$ cat src/rtl/ram_pkg.sv
// Shared defaults and helpers for the single-port RAM front end.
package ram_pkg;

    localparam int RAM_DEPTH = 512;
    localparam int RAM_AW    = 9;
    localparam int RAM_DW    = 64;

    // One request byte-enable becomes eight active-low macro bit-write enables.
    function automatic logic [7:0] expand_byte_bweb(input logic byte_en);
        return {8{~byte_en}};
    endfunction

endpackage

$ cat src/rtl/ram_rsp_fifo.sv
// Two-entry response skid FIFO holding read data the consumer has not taken.
module ram_rsp_fifo
    import ram_pkg::*;
#(
    parameter int DW = RAM_DW
) (
    input  logic          clock,
    input  logic          reset_n,
    input  logic          push,
    input  logic [DW-1:0] push_data,
    input  logic          pop,
    output logic [DW-1:0] head,
    output logic [1:0]    count
);

    logic [DW-1:0] mem [2];
    logic          wptr;
    logic          rptr;

    // Pointer and occupancy tracking; a push and pop together leave count unchanged.
    always_ff @(posedge clock or negedge reset_n) begin
        if (!reset_n) begin
            wptr  <= 1'b0;
            rptr  <= 1'b0;
            count <= 2'd0;
        end else begin
            if (push) wptr <= ~wptr;
            if (pop)  rptr <= ~rptr;
            case ({push, pop})
                2'b10:   count <= count + 2'd1;
                2'b01:   count <= count - 2'd1;
                default: ;
            endcase
        end
    end

    // Data storage needs no reset: count gates whether it is ever looked at.
    always_ff @(posedge clock) begin
        if (push) mem[wptr] <= push_data;
    end

    assign head = mem[rptr];

    // Overflow and underflow are design errors, never legal traffic.
    always_ff @(posedge clock) begin
        if (reset_n) begin
            assert (!(push && !pop && count == 2'd2));
            assert (!(pop && count == 2'd0));
        end
    end

endmodule

$ cat src/rtl/ram_port_ctrl.sv
// Valid/ready front end for a single-port SRAM macro with 1-cycle read latency.
// Read data is bypassed straight from the macro when nothing is queued; when the
// consumer stalls it lands in a 2-entry FIFO. Admission is limited so that the
// FIFO plus the read in flight never exceed two entries.
module ram_port_ctrl
    import ram_pkg::*;
#(
    parameter int DEPTH = RAM_DEPTH,
    parameter int AW    = RAM_AW,
    parameter int DW    = RAM_DW
) (
    input  logic            clock,
    input  logic            reset_n,
    input  logic            req_valid,
    output logic            req_ready,
    input  logic            req_wen,
    input  logic [AW-1:0]   req_addr,
    input  logic [DW-1:0]   req_wdata,
    input  logic [DW/8-1:0] req_wmask,
    output logic            rsp_valid,
    input  logic            rsp_ready,
    output logic [DW-1:0]   rsp_rdata,
    output logic            ram_ceb,
    output logic            ram_web,
    output logic [DW-1:0]   ram_bweb,
    output logic [AW-1:0]   ram_a,
    output logic [DW-1:0]   ram_d,
    input  logic [DW-1:0]   ram_q
);

    logic          fire;
    logic          wr_fire;
    logic          rd_fire;
    logic          inflight;
    logic          push;
    logic          pop;
    logic [1:0]    rsp_count;
    logic [DW-1:0] fifo_head;
    logic [DW-1:0] bweb_wr;

    // Accept only while queued + in-flight responses leave room; reset blocks all traffic.
    assign req_ready = reset_n & ((rsp_count == 2'd0) | ((rsp_count == 2'd1) & ~inflight));
    assign fire      = req_valid & req_ready;
    assign wr_fire   = fire & req_wen;
    assign rd_fire   = fire & ~req_wen;

    assign ram_ceb = ~fire;
    assign ram_web = ~wr_fire;
    assign ram_a   = req_addr;
    assign ram_d   = req_wdata;

    for (genvar b = 0; b < DW/8; b++) begin : g_bweb
        assign bweb_wr[b*8 +: 8] = expand_byte_bweb(req_wmask[b]);
    end

    assign ram_bweb = wr_fire ? bweb_wr : '1;

    // A read issued this cycle has its data on ram_q next cycle.
    always_ff @(posedge clock or negedge reset_n) begin
        if (!reset_n) inflight <= 1'b0;
        else          inflight <= rd_fire;
    end

    // Queued data is older than the in-flight read, so it is presented first.
    assign rsp_valid = reset_n & ((rsp_count != 2'd0) | inflight);
    assign rsp_rdata = (rsp_count != 2'd0) ? fifo_head : ram_q;

    // Macro data must be captured unless it is consumed directly via the bypass.
    assign push = inflight & ~((rsp_count == 2'd0) & rsp_ready);
    assign pop  = rsp_valid & rsp_ready & (rsp_count != 2'd0);

    ram_rsp_fifo #(.DW(DW)) u_fifo (
        .clock     (clock),
        .reset_n   (reset_n),
        .push      (push),
        .push_data (ram_q),
        .pop       (pop),
        .head      (fifo_head),
        .count     (rsp_count)
    );

    // Addresses beyond the macro word count are a caller error.
    always_ff @(posedge clock) begin
        if (reset_n && fire) begin
            assert ({{(32-AW){1'b0}}, req_addr} < DEPTH);
        end
    end

endmodule

$ cat config.mk
export PLATFORM = sky130hd
export DESIGN_NAME = ram_port_ctrl
export DESIGN_NICKNAME = d
export VERILOG_FILES = /design/src/rtl/ram_pkg.sv /design/src/rtl/ram_rsp_fifo.sv /design/src/rtl/ram_port_ctrl.sv
export SDC_FILE = /design/constraint.sdc
export NUM_CORES = 1
export LEC_CHECK = 0
export ABC_AREA = 1
export CAP_MARGIN = 30
export CORE_AREA = 2 2 170 105
export DETAILED_ROUTE_END_ITERATION = 10
export DIE_AREA = 0 0 172 107
export PLACE_DENSITY = 0.84
export RECOVER_POWER = 50
export SETUP_SLACK_MARGIN = 0.5
export SLEW_MARGIN = 20
export SYNTH_ARGS = -nofsm -noshare
export SYNTH_HDL_FRONTEND = slang
export SYNTH_SLANG_ARGS = --single-unit
$ cat constraint.sdc
create_clock -name clock -period 4.61 [get_ports clock]
set_input_delay 0.922 -clock clock [delete_from_list [all_inputs] [get_ports clock]]
set_output_delay 0.922 -clock clock [all_outputs]
set_load 0.005 [all_outputs]
==> results <==
- Counting flops and latches in the post-synthesis netlist gives 133.
- By area, the combinational part of the netlist is dominated by buffers and inverters.
- The H-tree generated during clock tree synthesis spans 4 levels.
- The library cell used most frequently in the layout, excluding fill and tap cells, is clkdlybuf4s50_1.
- After floorplanning, the core was divided into 37 placement rows.
- At the pin with the least slew margin, the transition time is 1.71 ns.
- In this run the power density over the cells is 599 nW/um2.
- The leakage dissipation is 2.96 nW.
- Of the cells placed in the final design, the portion with a size suffix greater than 1 is 0.0609.
- The minimum hold slack is 0.507 ns.
- The final hold violation count is 0.
- The total cell area at the placement stage is 7780 um2.
- The full die area is 18400 um2.
- The total setup violations reported at the end of the flow is 0.
- The CTS tree is yes.
- The core region area is 16900 um2.
- In the layout the commonest cells are 143 x clkdlybuf4s50_1, 131 x a21oi_1, 128 x edfxtp_1.
- The area share of xor/xnor cells in the synthesized design is 0.00407.
- The first global-routing pass estimated 23300 um of wire.
- The largest net degree at the start of global routing is 67.
- The worst-case setup margin in the final layout is 0.604 ns.
- The post-route setup TNS is 0 ns.
- Yosys printed 0 warnings.
- The total congestion overflow is 0.
- Of the total synthesized cell area, the portion taken by full adders, half adders and majority gates is 0.00582.
- The number of pins exceeding their max-slew limit in the final report was 29.
- The endpoint identified for the worst register-to-register timing path is u_fifo.mem[0][41]$_DFFE_PP_.
- The total detailed-routing wirelength is 15800 um.
- The placed cell count is 876.
- The sequential cell area fraction in the yosys report is 0.615.
- The post-synthesis cell area is 6450 um2.
- The arrival time at the worst endpoint is 3.08 ns.
- The largest fanout on the critical path is 66.
- The setup check on the worst reg-to-reg path leaves a slack of 0.76 ns.
- The fraction of the mapped netlist area in simple logic gates is 0.0890.
- The post-CTS setup buffer count is 0.
- The time the final worst path needs with I/O delays and setup is 4.01 ns.
- The share of synthesized area in the top cell type comes to 0.596.
- In the routed layout, each cell is associated on average with a via count of 4.81.
- During placement, the flow inserted port buffers numbering 208.
- The worst flop-to-flop path startpoint is u_fifo.count[0]$_DFFE_PN0P_.
- The initial antenna violation count is 1.
- The number of hold buffers added after CTS was 0.
- The flow ran to the end, but the final reports show violations.
- Across every metal layer, demand over resource in global routing totals 0.169.
- The summed area of non-filler cells in the final layout is 8370 um2.
- Max-cap violations in this run came to 1.
- After the flow finishes, the layout carries non-filler instances totaling 908.
- The number of global-route vias before repair is 4372.
- The number of nets produced by synthesis is 739.
- From bottom edge to top edge, the die measures 107 um.
- The TritonCTS buffer count is 17.
- The mean routed wirelength per cell is 17.4 um.
- Dividing the final minimum period by the clock period gives 0.869.
- Synthesis produced 586 cells.
- The count of antenna-violating nets left after detailed routing is 0.
- The worst setup path is launched from a register.
- After layout, the design draws a total of 5.01 mW.
- Setup repair after global routing left no endpoint under its margin.
- The number of sinks on the clock net is 133.
- The last weighted congestion value of the routability-driven placer is 0.716.
- Of the post-synthesis cell area, the part taken by muxes is 0.
- The per-instance average area after synthesis is 11.0 um2.
- The sort of element at the end of the critical path is an output port.
- The length of the first detailed-routing pass in iterations is 4.
- The count of fill cells added during filler insertion is 1524.
- At the end of the flow the core is filled with cells to 0.496.
- The effective utilization at floorplan is 0.383.
- In the routed design, unresolved DRC markers number 0.
- The worst hold endpoint is u_fifo.count[1]$_DFFE_PN0P_.
- The worst hold path was traced through 2 stages.
- The vias after detailed routing is 4363.
- The post-CTS resize count is 0.
- The final reports fail on max-capacitance violations, max-slew violations.
- Compared with the post-synthesis result, the final layout area differs by 29.6%.
- The area fraction in compound gates after synthesis is 0.102.
- Headroom to the max-slew limit came out at -0.137.
- The root buffer cell chosen for the clock tree is clkbuf_16.
- The data required time at the worst endpoint is 3.69 ns.
- The count of pins on the block boundary is 355.
- The worst-case clock skew is 0.00980 ns.
- After clock tree synthesis, the clock-pin slew on the worst setup and hold paths is 0.06 ns.
- The worst min-delay path startpoint is u_fifo.count[1]$_DFFE_PN0P_.
- The count of nets after finishing is 814.
- The count of cells along the worst register-to-register path is 7.
- The die is 172 um wide.
- Before CTS, the worst setup slack after placement is 0.821 ns.
- The clock latency reported for the late side of the worst-skew pair is 0.41 ns.
- The timing-limited maximum frequency is 250 MHz.
- The total half-perimeter wirelength after legalization and detailed placement is 10300 um.
- After synthesis, the netlist uses 16 different library cells.
- The first routing iteration left 279 violations.
- In the post-synthesis netlist, the biggest area contributors are edfxtp_1 60%, buf_4 17%, a21oi_1 10%.
- The path type of the worst min-delay path is reg2reg.
- The largest area contributor in the synthesized netlist is edfxtp_1.
- The highest ir drop seen on vdd is 0.242 mV.
- The deepest clock path buffer count is 2.
- The critical setup path kind is reg2out.
==> cell usage after synthesis, drive strengths merged <==
master	instances
nand2	69
buf	156
a21oi	131
nand4	8
ha	3
edfxtp	128
dfrtp	5
nand3	2
clkbuf	4
nor2	68
inv	8
xor2	1
xnor2	2
o21ai	1
==> kinds of logic after synthesis <==
| group | after synthesis |
|---|---|
| flip-flops | 133 |
| AND/OR/NAND/NOR | 147 |
| buffers and inverters | 168 |
| adder cells (fa/ha/maj) | 3 |
| XOR/XNOR | 3 |
| AO/OA/AOI/OAI | 132 |
==> registers in the layout, indices dropped and copies added, names as in the netlist <==
register      count
u_fifo.count      2
u_fifo.mem      128
u_fifo.wptr       1
u_fifo.rptr       1
inflight          1
==> final cells by class <==
cell class,count,area (um2),area share
inverters,8,30.0,0.00359
clock inverters,14,178,0.0212
repair buffers,216,2160,0.258
flip-flops and latches,133,3970,0.475
well taps,234,293,0.0350
clock buffers,17,425,0.0509
multi-input cells,285,1310,0.156
diodes,1,2.50,0.000299
==> worst max-delay path: stages, from the launching register on <==
cell and delay [ns]:
dfrtp_1 0.41, inv_1 0.07, ha_1 0.17, clkbuf_2 1.10
a21oi_1 0.08, a21oi_1 0.27, clkdlybuf4s50_1 0.55
==> worst max path at each step <==
| stage | from | to | slack (ns) |
|---|---|---|---|
| floorplan | rsp_ready | u_fifo.mem[1][0]$_DFFE_PP_ | 1.41 |
| finish | u_fifo.count[0]$_DFFE_PN0P_ | rsp_rdata[26] | 0.60 |
| global placement | reset_n | ram_bweb[33] | 0.86 |
| detailed placement | reset_n | ram_bweb[37] | 0.82 |
| global route | u_fifo.count[0]$_DFFE_PN0P_ | u_fifo.mem[0][41]$_DFFE_PP_ | 0.32 |
| CTS | u_fifo.count[0]$_DFFE_PN0P_ | ram_bweb[37] | 0.78 |
==> routing by layer <==
metal,global-route usage,wire length [um]
met1,0.205,6530
met4,0.0522,244
met2,0.258,7100
met3,0.0941,1930
met5,0,0
==> power breakdown <==
part,leakage [nW],switching (mW),total [mW],internal (mW)
Sequential,1.22,0.0279,1.45,1.42
Clock,0.290,0.527,1.38,0.856
Combinational,1.45,1.08,2.18,1.10
Total,2.96,1.63,5.01,3.38
(Power assumes the default switching activity.)
